[src/rtl/control_modo_rtc_pkg.sv]
// Shared definitions for the mode controller / RTC bus scheduler.
//   - mode codes driven to the counter bank
//   - RTC register addresses for the time, date and timer groups
//   - FSM state and configuration-group encodings
//   - address lookup helpers for the read and write bursts
package control_modo_rtc_pkg;

    localparam logic [2:0] MODO_NORMAL = 3'd0;
    localparam logic [2:0] MODO_HORA   = 3'd1;
    localparam logic [2:0] MODO_FECHA  = 3'd2;
    localparam logic [2:0] MODO_TIMER  = 3'd4;

    localparam logic [7:0] ADDR_SS   = 8'h21;
    localparam logic [7:0] ADDR_MM   = 8'h22;
    localparam logic [7:0] ADDR_HH   = 8'h23;
    localparam logic [7:0] ADDR_DAY  = 8'h24;
    localparam logic [7:0] ADDR_MES  = 8'h25;
    localparam logic [7:0] ADDR_YEAR = 8'h26;
    localparam logic [7:0] ADDR_SS_T = 8'h41;
    localparam logic [7:0] ADDR_MM_T = 8'h42;
    localparam logic [7:0] ADDR_HH_T = 8'h43;

    localparam logic [3:0] RD_LAST_IDX = 4'd8;
    localparam logic [3:0] WR_LAST_IDX = 4'd2;

    typedef enum logic [1:0] {
        ST_NORMAL   = 2'd0,
        ST_CONFIG   = 2'd1,
        ST_RD_BURST = 2'd2,
        ST_WR_BURST = 2'd3
    } state_t;

    typedef enum logic [1:0] {
        GRP_HORA  = 2'd0,
        GRP_FECHA = 2'd1,
        GRP_TIMER = 2'd2
    } grupo_t;

    // Read burst order: 0x21..0x26 then 0x41..0x43.
    function automatic logic [7:0] rd_addr(input logic [3:0] idx);
        logic [7:0] a;
        case (idx)
            4'd0:    a = ADDR_SS;
            4'd1:    a = ADDR_MM;
            4'd2:    a = ADDR_HH;
            4'd3:    a = ADDR_DAY;
            4'd4:    a = ADDR_MES;
            4'd5:    a = ADDR_YEAR;
            4'd6:    a = ADDR_SS_T;
            4'd7:    a = ADDR_MM_T;
            4'd8:    a = ADDR_HH_T;
            default: a = ADDR_SS;
        endcase
        return a;
    endfunction

    // Write-back order per group; the date group goes DAY, MES, YEAR.
    function automatic logic [7:0] wr_addr(input grupo_t g, input logic [3:0] idx);
        logic [7:0] a;
        case (g)
            GRP_HORA:  a = (idx == 4'd0) ? ADDR_SS  : (idx == 4'd1) ? ADDR_MM  : ADDR_HH;
            GRP_FECHA: a = (idx == 4'd0) ? ADDR_DAY : (idx == 4'd1) ? ADDR_MES : ADDR_YEAR;
            default:   a = (idx == 4'd0) ? ADDR_SS_T : (idx == 4'd1) ? ADDR_MM_T : ADDR_HH_T;
        endcase
        return a;
    endfunction

    function automatic logic [2:0] modo_de(input grupo_t g);
        logic [2:0] m;
        case (g)
            GRP_HORA:  m = MODO_HORA;
            GRP_FECHA: m = MODO_FECHA;
            default:   m = MODO_TIMER;
        endcase
        return m;
    endfunction

endpackage

[src/rtl/control_modo_rtc_if.sv]
// RTC register bus between the mode controller (master) and the RTC bus
// engine (slave).
//   bus_req   master -> slave  transfer request
//   bus_wr    master -> slave  1 = write, 0 = read
//   bus_addr  master -> slave  RTC register address
//   bus_wdata master -> slave  write data
//   bus_done  slave -> master  one-cycle completion pulse
interface control_modo_rtc_if;
    logic       bus_req;
    logic       bus_wr;
    logic [7:0] bus_addr;
    logic [7:0] bus_wdata;
    logic       bus_done;

    modport master (
        output bus_req,
        output bus_wr,
        output bus_addr,
        output bus_wdata,
        input  bus_done
    );

    modport slave (
        input  bus_req,
        input  bus_wr,
        input  bus_addr,
        input  bus_wdata,
        output bus_done
    );
endinterface

[src/rtl/control_modo_rtc_bus_xfer.sv]
// rtc_bus_xfer: single-transfer handshake engine.
// A start while idle latches wr/addr/wdata and raises bus_req in the same
// edge, so the bus fields are valid the first cycle bus_req is seen. They
// hold until bus_done is sampled; bus_req then drops for at least one cycle.
// bus_done while idle is ignored.
// Ports:
//   clk, reset          clock, synchronous active-high reset
//   start               request a transfer (taken only while idle)
//   wr, addr, wdata     transfer fields
//   bus_done            completion pulse from the bus master
//   bus_req, bus_wr,
//   bus_addr, bus_wdata registered bus outputs
//   done                completion of the current transfer (combinational)
module rtc_bus_xfer (
    input  logic       clk,
    input  logic       reset,
    input  logic       start,
    input  logic       wr,
    input  logic [7:0] addr,
    input  logic [7:0] wdata,
    input  logic       bus_done,
    output logic       bus_req,
    output logic       bus_wr,
    output logic [7:0] bus_addr,
    output logic [7:0] bus_wdata,
    output logic       done
);

    assign done = bus_req & bus_done;

    always_ff @(posedge clk) begin
        if (reset) begin
            bus_req   <= 1'b0;
            bus_wr    <= 1'b0;
            bus_addr  <= 8'h00;
            bus_wdata <= 8'h00;
        end else if (bus_req) begin
            if (bus_done) begin
                bus_req <= 1'b0;
            end
        end else if (start) begin
            bus_req   <= 1'b1;
            bus_wr    <= wr;
            bus_addr  <= addr;
            bus_wdata <= wdata;
        end
    end

endmodule

[src/rtl/control_modo_rtc.sv]
// control_modo_rtc: mode controller and RTC bus scheduler.
// Maps the hora/fecha/timer switches to the counter-bank configuration
// code, runs a periodic 9-register read burst in normal mode, and writes the
// edited group back to the RTC when its switch is released.
// Ports:
//   clk, reset                     clock, synchronous active-high reset
//   sw_hora, sw_fecha, sw_timer    configuration request switches (levels)
//   data_*                         edited bytes from the counter bank
//   configuracion                  mode code (0 normal, 1 hora, 2 fecha, 4 timer)
//   busy                           high during a read or write burst
//   bus                            RTC register bus (master side)
//
// state       | meaning
// ------------+------------------------------------------------------------
// ST_NORMAL   | period counter running; waits for a request or expiry
// ST_CONFIG   | one group being edited; counter frozen
// ST_RD_BURST | reading 0x21..0x26, 0x41..0x43
// ST_WR_BURST | writing the snapshot of the edited group
module control_modo_rtc
    import control_modo_rtc_pkg::*;
#(
    parameter int READ_PERIOD = 100000,
    parameter int CW          = 17
) (
    input  logic       clk,
    input  logic       reset,
    input  logic       sw_hora,
    input  logic       sw_fecha,
    input  logic       sw_timer,
    input  logic [7:0] data_SS,
    input  logic [7:0] data_MM,
    input  logic [7:0] data_HH,
    input  logic [7:0] data_YEAR,
    input  logic [7:0] data_MES,
    input  logic [7:0] data_DAY,
    input  logic [7:0] data_SS_T,
    input  logic [7:0] data_MM_T,
    input  logic [7:0] data_HH_T,
    output logic [2:0] configuracion,
    output logic       busy,
    control_modo_rtc_if.master bus
);

    localparam logic [CW-1:0] CNT_LAST = CW'(READ_PERIOD - 1);

    state_t        state;
    grupo_t        grupo;
    logic [3:0]    idx;
    logic [CW-1:0] cnt;
    logic [2:0]    sw_q;
    logic [2:0]    pend;
    logic [7:0]    snap0, snap1, snap2;

    logic [2:0]    sw_vec;
    logic [2:0]    rise;
    grupo_t        sel;
    logic          sw_sel;
    logic [7:0]    live0, live1, live2;
    logic [7:0]    snap_cur;

    logic          xfer_start, xfer_wr, xfer_done, xfer_req;
    logic [7:0]    xfer_addr, xfer_wdata;

    // bit 0 hora, bit 1 fecha, bit 2 timer
    assign sw_vec = {sw_timer, sw_fecha, sw_hora};
    assign rise   = sw_vec & ~sw_q;

    always_comb begin
        sel = GRP_TIMER;
        if (pend[0]) begin
            sel = GRP_HORA;
        end else if (pend[1]) begin
            sel = GRP_FECHA;
        end
    end

    always_comb begin
        sw_sel = sw_timer;
        live0  = data_SS_T;
        live1  = data_MM_T;
        live2  = data_HH_T;
        case (grupo)
            GRP_HORA: begin
                sw_sel = sw_hora;
                live0  = data_SS;
                live1  = data_MM;
                live2  = data_HH;
            end
            GRP_FECHA: begin
                sw_sel = sw_fecha;
                live0  = data_DAY;
                live1  = data_MES;
                live2  = data_YEAR;
            end
            default: ;
        endcase
    end

    always_comb begin
        snap_cur = snap2;
        if (idx == 4'd0) begin
            snap_cur = snap0;
        end else if (idx == 4'd1) begin
            snap_cur = snap1;
        end
    end

    // Each transfer is launched while the engine is idle. The first one of a
    // burst is launched on the transition edge so bus_req appears in the
    // first burst cycle; the CONFIG exit uses live data equal to the value
    // being snapshotted on that same edge.
    always_comb begin
        xfer_start = 1'b0;
        xfer_wr    = 1'b0;
        xfer_addr  = 8'h00;
        xfer_wdata = 8'h00;
        case (state)
            ST_NORMAL: begin
                if (pend == 3'b000 && cnt == CNT_LAST) begin
                    xfer_start = 1'b1;
                    xfer_addr  = rd_addr(4'd0);
                end
            end
            ST_RD_BURST: begin
                if (!xfer_req) begin
                    xfer_start = 1'b1;
                    xfer_addr  = rd_addr(idx);
                end
            end
            ST_CONFIG: begin
                if (!sw_sel) begin
                    xfer_start = 1'b1;
                    xfer_wr    = 1'b1;
                    xfer_addr  = wr_addr(grupo, 4'd0);
                    xfer_wdata = live0;
                end
            end
            ST_WR_BURST: begin
                if (!xfer_req) begin
                    xfer_start = 1'b1;
                    xfer_wr    = 1'b1;
                    xfer_addr  = wr_addr(grupo, idx);
                    xfer_wdata = snap_cur;
                end
            end
            default: ;
        endcase
    end

    always_ff @(posedge clk) begin
        if (reset) begin
            state         <= ST_NORMAL;
            grupo         <= GRP_HORA;
            idx           <= 4'd0;
            cnt           <= '0;
            sw_q          <= 3'b000;
            pend          <= 3'b000;
            snap0         <= 8'h00;
            snap1         <= 8'h00;
            snap2         <= 8'h00;
            configuracion <= MODO_NORMAL;
            busy          <= 1'b0;
        end else begin
            sw_q <= sw_vec;
            if (state != ST_CONFIG) begin
                pend <= pend | rise;
            end
            case (state)
                ST_NORMAL: begin
                    configuracion <= MODO_NORMAL;
                    busy          <= 1'b0;
                    if (pend != 3'b000) begin
                        // Losing requests are dropped along with the winner's flag.
                        state         <= ST_CONFIG;
                        grupo         <= sel;
                        configuracion <= modo_de(sel);
                        pend          <= 3'b000;
                    end else if (cnt == CNT_LAST) begin
                        state <= ST_RD_BURST;
                        idx   <= 4'd0;
                        cnt   <= '0;
                        busy  <= 1'b1;
                    end else begin
                        cnt <= cnt + CW'(1);
                    end
                end
                ST_RD_BURST: begin
                    if (xfer_done) begin
                        if (idx == RD_LAST_IDX) begin
                            state <= ST_NORMAL;
                            busy  <= 1'b0;
                            cnt   <= '0;
                        end else begin
                            idx <= idx + 4'd1;
                        end
                    end
                end
                ST_CONFIG: begin
                    if (!sw_sel) begin
                        snap0         <= live0;
                        snap1         <= live1;
                        snap2         <= live2;
                        state         <= ST_WR_BURST;
                        idx           <= 4'd0;
                        busy          <= 1'b1;
                        configuracion <= MODO_NORMAL;
                    end
                end
                ST_WR_BURST: begin
                    if (xfer_done) begin
                        if (idx == WR_LAST_IDX) begin
                            state <= ST_NORMAL;
                            busy  <= 1'b0;
                            cnt   <= '0;
                        end else begin
                            idx <= idx + 4'd1;
                        end
                    end
                end
                default: state <= ST_NORMAL;
            endcase
        end
    end

    logic       xfer_wr_q;
    logic [7:0] xfer_addr_q, xfer_wdata_q;

    rtc_bus_xfer u_xfer (
        .clk       (clk),
        .reset     (reset),
        .start     (xfer_start),
        .wr        (xfer_wr),
        .addr      (xfer_addr),
        .wdata     (xfer_wdata),
        .bus_done  (bus.bus_done),
        .bus_req   (xfer_req),
        .bus_wr    (xfer_wr_q),
        .bus_addr  (xfer_addr_q),
        .bus_wdata (xfer_wdata_q),
        .done      (xfer_done)
    );

    assign bus.bus_req   = xfer_req;
    assign bus.bus_wr    = xfer_wr_q;
    assign bus.bus_addr  = xfer_addr_q;
    assign bus.bus_wdata = xfer_wdata_q;

endmodule
[src/flat_wrapper.sv]
// flat-port wrapper written by rule: the top's interface ports become plain ports
module control_modo_rtc_flat import control_modo_rtc_pkg::*;
#(
    parameter int READ_PERIOD = 100000,
    parameter int CW          = 17
)
  (clk, reset, sw_hora, sw_fecha, sw_timer, data_SS, data_MM, data_HH, data_YEAR, data_MES, data_DAY, data_SS_T, data_MM_T, data_HH_T, configuracion, busy, bus_bus_req, bus_bus_wr, bus_bus_addr, bus_bus_wdata, bus_bus_done);
  control_modo_rtc_if bus_i ();
  input  logic clk;
  input  logic reset;
  input  logic sw_hora;
  input  logic sw_fecha;
  input  logic sw_timer;
  input  logic [7:0] data_SS;
  input  logic [7:0] data_MM;
  input  logic [7:0] data_HH;
  input  logic [7:0] data_YEAR;
  input  logic [7:0] data_MES;
  input  logic [7:0] data_DAY;
  input  logic [7:0] data_SS_T;
  input  logic [7:0] data_MM_T;
  input  logic [7:0] data_HH_T;
  output logic [2:0] configuracion;
  output logic busy;
  output wire logic [$bits(bus_i.bus_req)-1:0] bus_bus_req;
  output wire logic [$bits(bus_i.bus_wr)-1:0] bus_bus_wr;
  output wire logic [$bits(bus_i.bus_addr)-1:0] bus_bus_addr;
  output wire logic [$bits(bus_i.bus_wdata)-1:0] bus_bus_wdata;
  input wire logic [$bits(bus_i.bus_done)-1:0] bus_bus_done;
  assign bus_bus_req = bus_i.bus_req;
  assign bus_bus_wr = bus_i.bus_wr;
  assign bus_bus_addr = bus_i.bus_addr;
  assign bus_bus_wdata = bus_i.bus_wdata;
  assign bus_i.bus_done = bus_bus_done;
  control_modo_rtc #(.READ_PERIOD(READ_PERIOD), .CW(CW)) u_core (.clk(clk), .reset(reset), .sw_hora(sw_hora), .sw_fecha(sw_fecha), .sw_timer(sw_timer), .data_SS(data_SS), .data_MM(data_MM), .data_HH(data_HH), .data_YEAR(data_YEAR), .data_MES(data_MES), .data_DAY(data_DAY), .data_SS_T(data_SS_T), .data_MM_T(data_MM_T), .data_HH_T(data_HH_T), .configuracion(configuracion), .busy(busy), .bus(bus_i));
endmodule
[config.mk]
export PLATFORM = sky130hd
export DESIGN_NAME = control_modo_rtc_flat
export DESIGN_NICKNAME = d
export VERILOG_FILES = /design/src/rtl/control_modo_rtc_pkg.sv /design/src/rtl/control_modo_rtc_if.sv /design/src/rtl/control_modo_rtc_bus_xfer.sv /design/src/rtl/control_modo_rtc.sv /design/src/flat_wrapper.sv
export SDC_FILE = /design/constraint.sdc
export NUM_CORES = 1
export LEC_CHECK = 0
export ABC_AREA = 1
export BUFFER_PORTS_ARGS = -buffer_cell sky130_fd_sc_hd__buf_4
export CORE_UTILIZATION = 43
export DETAILED_ROUTE_END_ITERATION = 10
export PLACE_DENSITY_LB_ADDON = 0.1
export SKIP_CTS_REPAIR_TIMING = 1
export SYNTH_ARGS = -nofsm -noshare
export SYNTH_HDL_FRONTEND = slang
export SYNTH_SLANG_ARGS = --single-unit
[constraint.sdc]
create_clock -name clk -period 2.8 [get_ports clk]
set_input_delay 0 -clock clk [delete_from_list [all_inputs] [get_ports clk]]
set_output_delay 0 -clock clk [all_outputs]
set_load 0.02 [all_outputs]
==> impl_metrics.py <==
metrics = {
    "status": {
        "status": "finished, violations left",
        "violations": "hold timing",
    },
    "hold_path": {
        "hold_path_depth": 3,
        "hold_path_startpoint": "data_YEAR[0]",
        "worstHoldEndpoint": "u_core.snap2[0]",
        "hold_path.class": "in -> reg",
    },
    "sta": {
        "fin_skew_ns": 0.0115,
        "worstMarginPinSlew_ns": 0.646,
        "slew_headroom": 0.569,
        "tns_ns": 0,
        "maxSlewViolCount": 0,
        "max_freq_mhz": 408,
        "period_share": 0.875,
        "hold_viol": 1,
        "layout_min_cycle_time_ns": 2.45,
        "rsz0062_at_grt": "no",
        "setup_viol": 0,
        "holdWs_ns": -0.0312,
    },
    "floorplan": {
        "die_height_um": 101,
        "ios": 100,
        "start_util": 0.451,
        "die_area_um2": 10200,
        "rows": 35,
        "dieWidth_um": 101,
        "coreArea_um2": 9370,
    },
    "grt": {
        "grt_first_pass_wirelength_um": 19100,
        "grt_start_max_net_pins": 44,
        "overflow": 0,
        "grt.total_usage": 0.237,
        "grt_pass1_vias": 4097,
        "antenna_found_initial": 0,
    },
    "worst_setup_path": {
        "critPathRequiredTime_ns": 3.06,
        "cp-start-kind": "flop",
        "reg2reg_slack_ns": 0.35,
        "crit_path_max_fanout": 6,
        "rr_startpoint": "u_core.idx[0]",
        "crit_type": "reg -> reg",
        "reg2reg_depth": 17,
        "critPathArrivalTime_ns": 2.70,
        "crit_path_start": "u_core.idx[0]",
        "endpoint_kind": "flop",
    },
    "detailed_routing": {
        "wl_per_cell_um": 13.5,
        "route.detailed.drc": 0,
        "first_pass_iters": 5,
        "first_iter_violations": 247,
        "ant_nets": 0,
        "routed_via_density": 5.20,
        "vias": 4540,
        "wl_um": 11800,
    },
    "synthesis": {
        "synthArstFlopShare": 0,
        "syn_area_um2": 4220,
        "syn_avg_cell_area_um2": 6.86,
        "postSynthCellCount": 616,
        "ys_seq_area_frac": 0.374,
        "ys_seq_elements": 79,
        "yosys_warnings": 0,
        "synth_edf_count": 0,
        "synth.distinct_cells": 43,
        "synth_ff_type": "dfxtp_1",
    },
    "finish": {
        "area_growth_pct": 31.3,
        "final_nets": 824,
        "drive_above_1_share": 0.208,
        "regArea_um2": 1580,
        "n_antenna_cell": 0,
        "multi_input_area_um2": 2290,
        "fillCellCount": 950,
    },
    "clock_tree": {
        "clkTransAtPathRegs_ns": 0.08,
        "cts.sinks": 79,
        "htree_levels": 3,
        "clk_latency_ns": 0.36,
        "root_buffer": "clkbuf_8",
        "cts_tree": "done",
        "cts_buffer_depth": 2,
        "cts_buffers": 9,
    },
    "placement": {
        "finalWeightedCongestion": 0.910,
        "io_buffers": 96,
        "dp_hpwl_um": 8480,
    },
    "power_and_ir_drop": {
        "report.power.total_mw": 4.69,
        "p_leak_nw": 2.48,
        "peakVddDrop_mv": 0.522,
        "p_per_area_nw_per_um2": 845,
    },
    "job": {
        "maxCapViolCount": 0,
    },
}
-- cell type report --
cell class,count,share of cell area
Multi-Input combinational cell,456,0.413
Sequential cell,79,0.285
Clock inverter,4,0.00564
Clock buffer,12,0.0262
Inverter,54,0.0372
Timing Repair Buffer,139,0.204
Tap cell,129,0.0291
-- layer usage --
layer | track usage | share of wire | vias to the layer above
met3 | 0.0388 | 0.053 | 15
met5 | 0 | 0 | -
met4 | 0.0713 | 0.014 | 0
met1 | 0.332 | 0.49 | 2115
met2 | 0.373 | 0.44 | 133
li1 | - | - | 2277
-- layout by cell type (no fill, tap or decap), drive strengths merged --
cell / instances
nand2: 190
conb: 3
o22ai: 3
o21ai: 35
dfxtp: 79
a21oi: 40
a211oi: 1
nand3b: 2
clkinvlp: 3
clkinv: 4
nor2: 62
o221a: 1
nand4: 10
a41oi: 16
or2: 1
ha: 7
a32o: 1
inv: 51
o211a: 3
buf: 104
a22o: 1
o21a: 1
o211ai: 5
nand3: 62
nor3: 11
clkbuf: 12
xor2: 1
dlygate4sd3: 35
-- cells in the mapped netlist (10+ instances only) --
master	instances	area (um^2)
nor2_1	52	195
a41oi_1	16	140
nand2_1	185	694
clkbuf_1	12	45.0
o21ai_0	30	150
inv_1	40	150
a21oi_1	39	195
inv_2	10	37.5
dfxtp_1	79	1580
nand3_1	57	285
nor3_1	11	55.1
-- power by group --
group | switching (mW) | internal [mW]
Sequential | 0.193 | 1.35
Combinational | 1.54 | 0.817
Clock | 0.432 | 0.348
-- worst max path at each step --
stage | endpoint | slack (ns) | cells past startpoint
after floorplan | flop | 0.67 | 17
after global placement | flop | 0.52 | 17
after detailed placement | flop | 0.43 | 17
after CTS | flop | 0.40 | 17
after global routing | flop | 0.09 | 17
final | flop | 0.35 | 17
-- registers in the layout, indices dropped and copies added (netlist names), named ones only --
name,count
u_core.u_xfer.bus_wdata,8
u_core.grupo,2
u_core.snap2,8
u_core.snap1,8
u_core.configuracion,3
u_core.pend,3
u_core.cnt,17
u_core.u_xfer.bus_addr,5
u_core.idx,4
u_core.sw_q,3
u_core.u_xfer.bus_wr,1
u_core.busy,1
u_core.state,2
u_core.u_xfer.bus_req,1
u_core.snap0,8
-- stage by stage --
step / util / setup slack (ns) / std cells / cell area (um^2)
2_1_floorplan: - / 0.666 / 618 / 4230
3_3_place_gp: 0.536 / 0.525 / 822 / 5020
3_5_place_dp: 0.536 / 0.428 / 822 / 5020
4_1_cts: 0.554 / 0.399 / 838 / 5200
5_1_grt: 0.592 / 0.0941 / 873 / 5550
6_report: 0.592 / 0.351 / 873 / 5550
-- critical path, cell delays in order (launching register included) --
cell and delay, ns:
dfxtp_1 0.43, inv_1 0.11, ha_1 0.24, nand3_1 0.12
nor2_1 0.05, nor2_1 0.09, nand2_1 0.08, nor2_4 0.17
nand2_4 0.09, nand2_1 0.07, nand2_1 0.11, nor2_1 0.17
inv_1 0.07, ha_1 0.30, inv_1 0.06, nand2_1 0.04
nand3_1 0.08, nand2_1 0.05
-- cells by family after synthesis --
family | Yosys count | synth area share
and+or+nand+nor | 338 | 0.359
AOI/OAI and AO/OA | 107 | 0.157
buffers and inverters | 83 | 0.0853
xor gates and xnor gates | 1 | 0.00207
other | 1 | 0.000888
DFF | 79 | 0.374
adders and majority gates | 7 | 0.0207
Power figures use the tool's default switching activity.
